**config.mk**
```make
export PLATFORM = sky130hd
export DESIGN_NAME = mips_alu
export DESIGN_NICKNAME = d
export VERILOG_FILES = /design/src/rtl/mips_alu.sv
export SDC_FILE = /design/constraint.sdc
export NUM_CORES = 1
export LEC_CHECK = 0
export BUFFER_PORTS_ARGS = -buffer_cell sky130_fd_sc_hd__buf_2
export CORE_ASPECT_RATIO = 0.5
export CORE_MARGIN = 3
export CORE_UTILIZATION = 61
export CTS_CLUSTER_DIAMETER = 120
export DETAILED_ROUTE_END_ITERATION = 10
export HOLD_SLACK_MARGIN = 0.05
export PLACE_DENSITY = 0.94
export SETUP_SLACK_MARGIN = 0.05
export SYNTH_ARGS = -nofsm -noshare
export SYNTH_HDL_FRONTEND = slang
export SYNTH_SLANG_ARGS = --single-unit
```
**constraint.sdc**
```tcl
create_clock -name clk -period 21.3 [get_ports clk]
set_input_delay 3.195 -clock clk [delete_from_list [all_inputs] [get_ports clk]]
set_output_delay 3.195 -clock clk [all_outputs]
set_load 0.1 [all_outputs]
```
**src/rtl/mips_alu.sv**
```systemverilog
// 32-bit MIPS ALU: AND/OR/ADD/SUB/SLT with a combinational result and
// registered status copies for trace.
module mips_alu #(
  parameter int WIDTH = 32
) (
  input  logic             clk,
  input  logic             rst_n,
  input  logic [WIDTH-1:0] AluOp1,
  input  logic [WIDTH-1:0] AluOp2,
  input  logic [2:0]       AluCtrl,
  output logic [WIDTH-1:0] AluResult,
  output logic             Zero,
  output logic             Overflow,
  output logic [WIDTH-1:0] AluResultQ,
  output logic             ZeroQ,
  output logic             OverflowQ
);

  localparam int MSB = WIDTH - 1;

  logic [WIDTH-1:0] sum;
  logic [WIDTH-1:0] diff;
  logic             ovf_add;
  logic             ovf_sub;
  logic             lt;

  logic is_and;
  logic is_or;
  logic is_add;
  logic is_sub;
  logic is_slt;

  logic [WIDTH-1:0] res_d;
  logic             ovf_d;
  logic             zero_d;

  logic [WIDTH-1:0] res_q;
  logic             ovf_q;
  logic             zero_q;

  assign sum  = AluOp1 + AluOp2;
  assign diff = AluOp1 + ~AluOp2 + {{(WIDTH-1){1'b0}}, 1'b1};

  assign ovf_add = (AluOp1[MSB] == AluOp2[MSB])
                && (sum[MSB] != AluOp1[MSB]);
  assign ovf_sub = (AluOp1[MSB] != AluOp2[MSB])
                && (diff[MSB] != AluOp1[MSB]);

  // Sign of the difference is wrong exactly when the subtract overflows.
  assign lt = diff[MSB] ^ ovf_sub;

  assign is_and = (AluCtrl == 3'b000);
  assign is_or  = (AluCtrl == 3'b001);
  assign is_add = (AluCtrl == 3'b010);
  assign is_sub = (AluCtrl == 3'b110);
  assign is_slt = (AluCtrl == 3'b111);

  always_comb begin
    res_d = '0;
    ovf_d = 1'b0;
    unique case (1'b1)
      is_and: res_d = AluOp1 & AluOp2;
      is_or:  res_d = AluOp1 | AluOp2;
      is_add: begin
        res_d = sum;
        ovf_d = ovf_add;
      end
      is_sub: begin
        res_d = diff;
        ovf_d = ovf_sub;
      end
      is_slt: res_d = {{(WIDTH-1){1'b0}}, lt};
      default: begin
        res_d = '0;
        ovf_d = 1'b0;
      end
    endcase
  end

  assign zero_d = ~|res_d;

  assign AluResult = res_d;
  assign Zero      = zero_d;
  assign Overflow  = ovf_d;

  always_ff @(posedge clk or negedge rst_n) begin
    if (!rst_n) begin
      res_q  <= '0;
      zero_q <= 1'b0;
      ovf_q  <= 1'b0;
    end else begin
      res_q  <= res_d;
      zero_q <= zero_d;
      ovf_q  <= ovf_d;
    end
  end

  assign AluResultQ = res_q;
  assign ZeroQ      = zero_q;
  assign OverflowQ  = ovf_q;

endmodule

```
[Yosys cells after proc, flatten, opt, wreduce, memory -nomap -nowiden]
Cells that the tools add are included.
Storage, ports and cells
  flip-flop bits (word level): 34
  input port bits: 69
  word-level logic and storage cells: 25
  output and inout bits: 68
Operators by class
  bitwise operators: 4
  $add $sub $neg: 3
  reduce and logical (&&, ||, !) cells: 5
  eq/ne operators: 8
  multiplexer cells: 2
Operators with widths (count)
  one-hot mux 32 bit (5 select lines): 1
  adder 32 bit: 2
  adder 32 x 1 -> 32 bit (second input constant): 1
  bitwise AND 32 bit: 1
  NOT 32 bit: 1
  OR 32 bit: 1
  OR reduction 32 bit: 1
  equality test 3 bit (second input constant): 2
  equality test 3 x 1 -> 1 bit (second input constant): 1
  equality test 3 x 2 -> 1 bit (second input constant): 1
  zero test 3 bit: 1
  inequality test 1 bit: 3
  logical AND 1 bit: 2
  one-hot mux 1 bit (2 select lines): 1
  equality test 1 bit: 1
  zero test 1 bit: 1
  bitwise XOR 1 bit: 1

[Logic depth before layout (Yosys ltp)]
  depth after elaboration: 9
  depth in mapped cells: 26
  mapped depth without buffers: 24

[Worst setup path before layout]
No wires, ideal clock.
  path kind: input to output
  from: input port AluOp1[4]
  to: output port Zero
  required time: 18105 ps
  stages on the path: 24
  path slack: 9055 ps
  arrival: 9050 ps
  buffers on the path: 1
  cell sequence: inv_1 -> ha_1 -> clkbuf_1 -> or4_1 -> a21oi_1 -> o21ai_0 -> a31oi_1 -> nor3b_1 -> o21bai_1 -> a21oi_1 -> o21bai_1 -> a21oi_1 -> fa_1 -> nand3_1 -> o21ai_0 -> nand2_1 -> o221ai_1 -> or4_1 -> nor4_1 -> nor4bb_1 -> nand4b_1 -> a2111oi_0 -> or4b_1 -> nor3b_2
On the way
  longest elaborated chain between the ends: 8
  elaborated cells on any way between the ends: 11
  those cells by class: 3 x add/sub; 1 x eq/ne; 1 x mux; 3 x bitwise; 3 x reduce/logical
RTL lines
  start: declaration: RTL line 8  | input logic [WIDTH-1:0] AluOp1,
  adder 32 bit: RTL line 42  | assign diff = AluOp1 + ~AluOp2 + {{(WIDTH-1){1'b0}}, 1'b1};
  adder 32 x 1 -> 32 bit: RTL line 42
  inequality test 1 bit: RTL line 47  | && (diff[MSB] != AluOp1[MSB]);
  logical AND 1 bit: RTL line 47
  bitwise XOR 1 bit: RTL line 50  | assign lt = diff[MSB] ^ ovf_sub;
  one-hot mux 32 bit (5 select lines) (*): RTL line 61  | unique case (1'b1)
  OR reduction 32 bit (*): RTL line 80  | assign zero_d = ~|res_d;
  zero test 1 bit (*): RTL line 80
  end: declaration: RTL line 12  | output logic Zero,
Every way passes the cells marked *; elsewhere a longest branch is shown, timed or not.

[Worst setup path after layout]
  from: input port AluOp2[1]
  to: output port Zero
On the way
  longest elaborated chain between the ends: 9
  elaborated cells on any way between the ends: 12
  those cells by class: 3 x add/sub; 1 x eq/ne; 1 x mux; 4 x bitwise; 3 x reduce/logical
RTL lines
  start: declaration: RTL line 9  | input logic [WIDTH-1:0] AluOp2,
  NOT 32 bit: RTL line 42
  adder 32 bit: RTL line 42
  adder 32 x 1 -> 32 bit: RTL line 42
  inequality test 1 bit: RTL line 47
  logical AND 1 bit: RTL line 47
  bitwise XOR 1 bit: RTL line 50
  one-hot mux 32 bit (5 select lines) (*): RTL line 61
  OR reduction 32 bit (*): RTL line 80
  zero test 1 bit (*): RTL line 80
Marks and branches as above.

==> impl_metrics.py <==
metrics = {
    "clock_network": {
        "clock_tree.root_cell": "sky130_fd_sc_hd__clkbuf_16",
        "cts_post_setup_buffers_inserted": 0,
        "clock_sink_count": 34,
        "cts_tree": "built",
        "cts_htree_levels": 2,
        "holdBufCountCts": 0,
        "cts_max_path_buffers": 2,
        "clock_slew_at_the_register_clock_pins_of_the_worst_setup_and_hold_paths_ns": 0.06,
        "postCtsResizedCells": 0,
        "cts_inserted_buffers": 5,
    },
    "sta": {
        "achievable_frequency_mhz": 75.4,
        "final.min_clock_period_ns": 13.25,
        "fin_ws_ns": 8.05,
        "setup_viol_count_final": 0,
        "timing_worst_slew_pin_value_ns": 0.808,
        "final.period_utilization": 0.622,
        "final-hold-violation-count": 0,
        "totalNegativeSetupSlack_ns": 0,
        "rsz0062_at_grt": "false",
        "report.final.slew_viol_count": 0,
        "relSlewSlack": 0.448,
    },
    "synthesis": {
        "synth.top_cell.area_share": 0.201,
        "synth-warning-count": 0,
        "synth_edf_count": 0,
        "post_synth_num_cell_types": 80,
        "synth_flop_cell": "sky130_fd_sc_hd__dfrtp_1",
        "yosys_register_bits": 34,
        "synthesis.area_um2": 6110,
        "synth.net_count": 993,
        "synth.yosys.seq_area_share": 0.139,
        "synthCells": 823,
        "synthTopCellsByArea": "sky130_fd_sc_hd__ha_1, sky130_fd_sc_hd__dfrtp_1, sky130_fd_sc_hd__inv_1",
        "post-synth-top-count-cell": "sky130_fd_sc_hd__inv_1",
        "ys_top_cells_by_count": "sky130_fd_sc_hd__inv_1, sky130_fd_sc_hd__ha_1, sky130_fd_sc_hd__nor2_1, sky130_fd_sc_hd__a21oi_1, sky130_fd_sc_hd__nand2_1",
        "synth_async_sr_flop_share": 1.00,
        "syn_avg_cell_area_um2": 7.43,
        "yosysTopAreaCell": "sky130_fd_sc_hd__ha_1",
    },
    "placement": {
        "post-dp-hpwl_mm": 16.3,
        "place.detailed.instances": 1052,
        "finalWeightedCongestion": 0.971,
        "port-buffer-count": 136,
        "setup_slack_placement_ns": 8.27,
        "postPlaceCellArea_um2": 6730,
    },
    "grt": {
        "antenna_violations_before_repair": 1,
        "grtUsageTotal": 0.352,
        "grt_pass1_vias": 6421,
        "grt_pass1_wl_mm": 32.9,
        "globalRouteOverflowTotal": 0,
        "grt_max_degree": 49,
    },
    "final_layout": {
        "n_antenna_cell": 0,
        "final-instance-count-excl-fill": 1060,
        "area_delta_synth_final_pct": 13.3,
        "final_design_area_no_fill_um2": 6930,
        "post-route-util": 0.721,
        "post_route_cells_drive_above_1_share": 0.181,
        "number_of_nets_in_the_final_layout": 1094,
    },
    "die": {
        "fp.dieArea_um2": 11300,
        "core.rowCount": 25,
        "boundaryPins": 137,
        "start_util": 0.637,
        "chipHeight_um": 76.8,
        "fp.dieW_um": 148,
        "placeableCoreArea_um2": 9600,
    },
    "detailed_routing": {
        "routedWlPerCell_um": 19.5,
        "drt_wl_total_mm": 20.7,
        "num_vias": 6830,
        "drt.antenna.violating_nets": 0,
        "drt_drc_violations_left": 0,
        "routed_via_density": 6.44,
        "detail_route.iter0.violations": 761,
        "drt_pre_antenna_iters": 6,
    },
    "setup_path": {
        "crit_fanout": 6,
        "critical_path.endpoint_type": "primary output",
        "cpMostUsedCell": "sky130_fd_sc_hd__a21oi_1",
        "data_arrival_time_of_the_critical_path_ns": 10.06,
        "worst-setup-path-type": "primary input to primary output",
        "worstSetupStartpointType": "primary input",
        "max_stage_delay_ns": 0.73,
        "critical_path.slowest_cell": "sky130_fd_sc_hd__a2111oi_0",
        "critPathRequiredTime_ns": 18.11,
    },
    "pwr": {
        "vdd_ir_drop_max_uv": 40.0,
        "power_leakage_nw": 3.49,
        "p_per_area_nw_per_um2": 65.5,
    },
    "min_path": {
        "timing.hold.worst.class": "primary input to asynchronous set/reset pin",
    },
    "status": {
        "run_status": "finished, final reports clean",
    },
    "flow_run": {
        "cap_viol_max_count": 0,
    },
}
area by class of cell:
class,instances,area [um2]
Sequential cell,34,851
Inverter,112,420
Clock inverter,3,68.8
Timing Repair Buffer,141,718
Multi-Input combinational cell,630,4570
Fill cell,836,2680
Clock buffer,5,125
Tap cell,135,169
flip-flops by register name (all words and copies together), names as in the netlist:
name,flops
AluResultQ,32
OverflowQ,1
ZeroQ,1
kinds of logic after synthesis:
kind of cell / Yosys count / synth area share
AOI/OAI and AO/OA: 256 / 0.283
xor gates and xnor gates: 19 / 0.0272
adders and majority gates: 101 / 0.210
buffers and inverters: 159 / 0.113
DFF: 34 / 0.139
muxes: 25 / 0.0413
and+or+nand+nor: 229 / 0.186
per-stage QoR:
stage	power (mW)	hold WS [ns]
finish	0.453	3.01
global route	0.471	3.07
CTS	0.448	3.03
detailed placement	0.350	3.33
global placement	0.347	3.30
floorplan	0.294	2.90
placed cells by master (no fill, tap or decap), types with 6 or more instances in the layout:
| cell type | synthesis | layout |
|---|---|---|
| sky130_fd_sc_hd__nand4_1 | 9 | 9 |
| sky130_fd_sc_hd__ha_1 | 98 | 98 |
| sky130_fd_sc_hd__inv_1 | 111 | 111 |
| sky130_fd_sc_hd__nor4_1 | 9 | 9 |
| sky130_fd_sc_hd__nor2b_1 | 9 | 9 |
| sky130_fd_sc_hd__buf_2 | 5 | 136 |
| sky130_fd_sc_hd__o31ai_1 | 13 | 13 |
| sky130_fd_sc_hd__dfrtp_1 | 34 | 34 |
| sky130_fd_sc_hd__o21ai_0 | 47 | 47 |
| sky130_fd_sc_hd__nor2_1 | 72 | 72 |
| sky130_fd_sc_hd__a211oi_1 | 14 | 14 |
| sky130_fd_sc_hd__o22ai_1 | 13 | 13 |
| sky130_fd_sc_hd__o211ai_1 | 11 | 11 |
| sky130_fd_sc_hd__or4_1 | 6 | 6 |
| sky130_fd_sc_hd__nand3_1 | 12 | 12 |
| sky130_fd_sc_hd__xnor2_1 | 17 | 17 |
| sky130_fd_sc_hd__mux2i_1 | 23 | 23 |
| sky130_fd_sc_hd__o21bai_1 | 11 | 11 |
| sky130_fd_sc_hd__o221ai_1 | 7 | 7 |
| sky130_fd_sc_hd__a21oi_1 | 63 | 63 |
| sky130_fd_sc_hd__nand2b_1 | 6 | 6 |
| sky130_fd_sc_hd__a221oi_1 | 6 | 6 |
| sky130_fd_sc_hd__or3_1 | 11 | 11 |
| sky130_fd_sc_hd__nor3_1 | 13 | 13 |
| sky130_fd_sc_hd__nand2_1 | 52 | 52 |
where the power goes:
part	leakage, nW	switching, mW	internal, mW
Sequential	0.437	0.00195	0.0719
Combinational	2.96	0.216	0.0644
Clock	0.0940	0.0315	0.0673
Total	3.49	0.250	0.204
worst max-delay path: cells and delay by family:
family | cells | cell delay (ns)
AND/OR/NAND/NOR | 10 | 2.61
adder cells (fa/ha/maj) | 2 | 0.64
AO/OA/AOI/OAI | 11 | 2.87
buffers and inverters | 3 | 0.73
worst max path at each step:
| stage | startpoint | end | slack [ns] | depth (start not counted) |
|---|---|---|---|---|
| 5_1_grt | AluOp2[1] | Zero | 7.68 | 26 |
| 4_1_cts | AluOp2[1] | Zero | 8.26 | 26 |
| 6_report | AluOp2[1] | Zero | 8.05 | 26 |
| 3_3_place_gp | AluOp2[1] | Zero | 8.51 | 26 |
| 3_5_place_dp | AluOp2[1] | Zero | 8.27 | 26 |
| 2_1_floorplan | AluOp1[4] | Zero | 9.05 | 24 |
per-layer routing:
metal  global-route usage  share of wire  wire length, um  vias up
met5                    0        0.00048               10        -
met4                0.108          0.030              619        2
met3               0.0773           0.12             2380       81
met2                0.580           0.45             9300      434
met1                0.461           0.40             8370     3178
li1                     -              -                -     3135
Note: power is estimated with default switching activity, not from simulation.
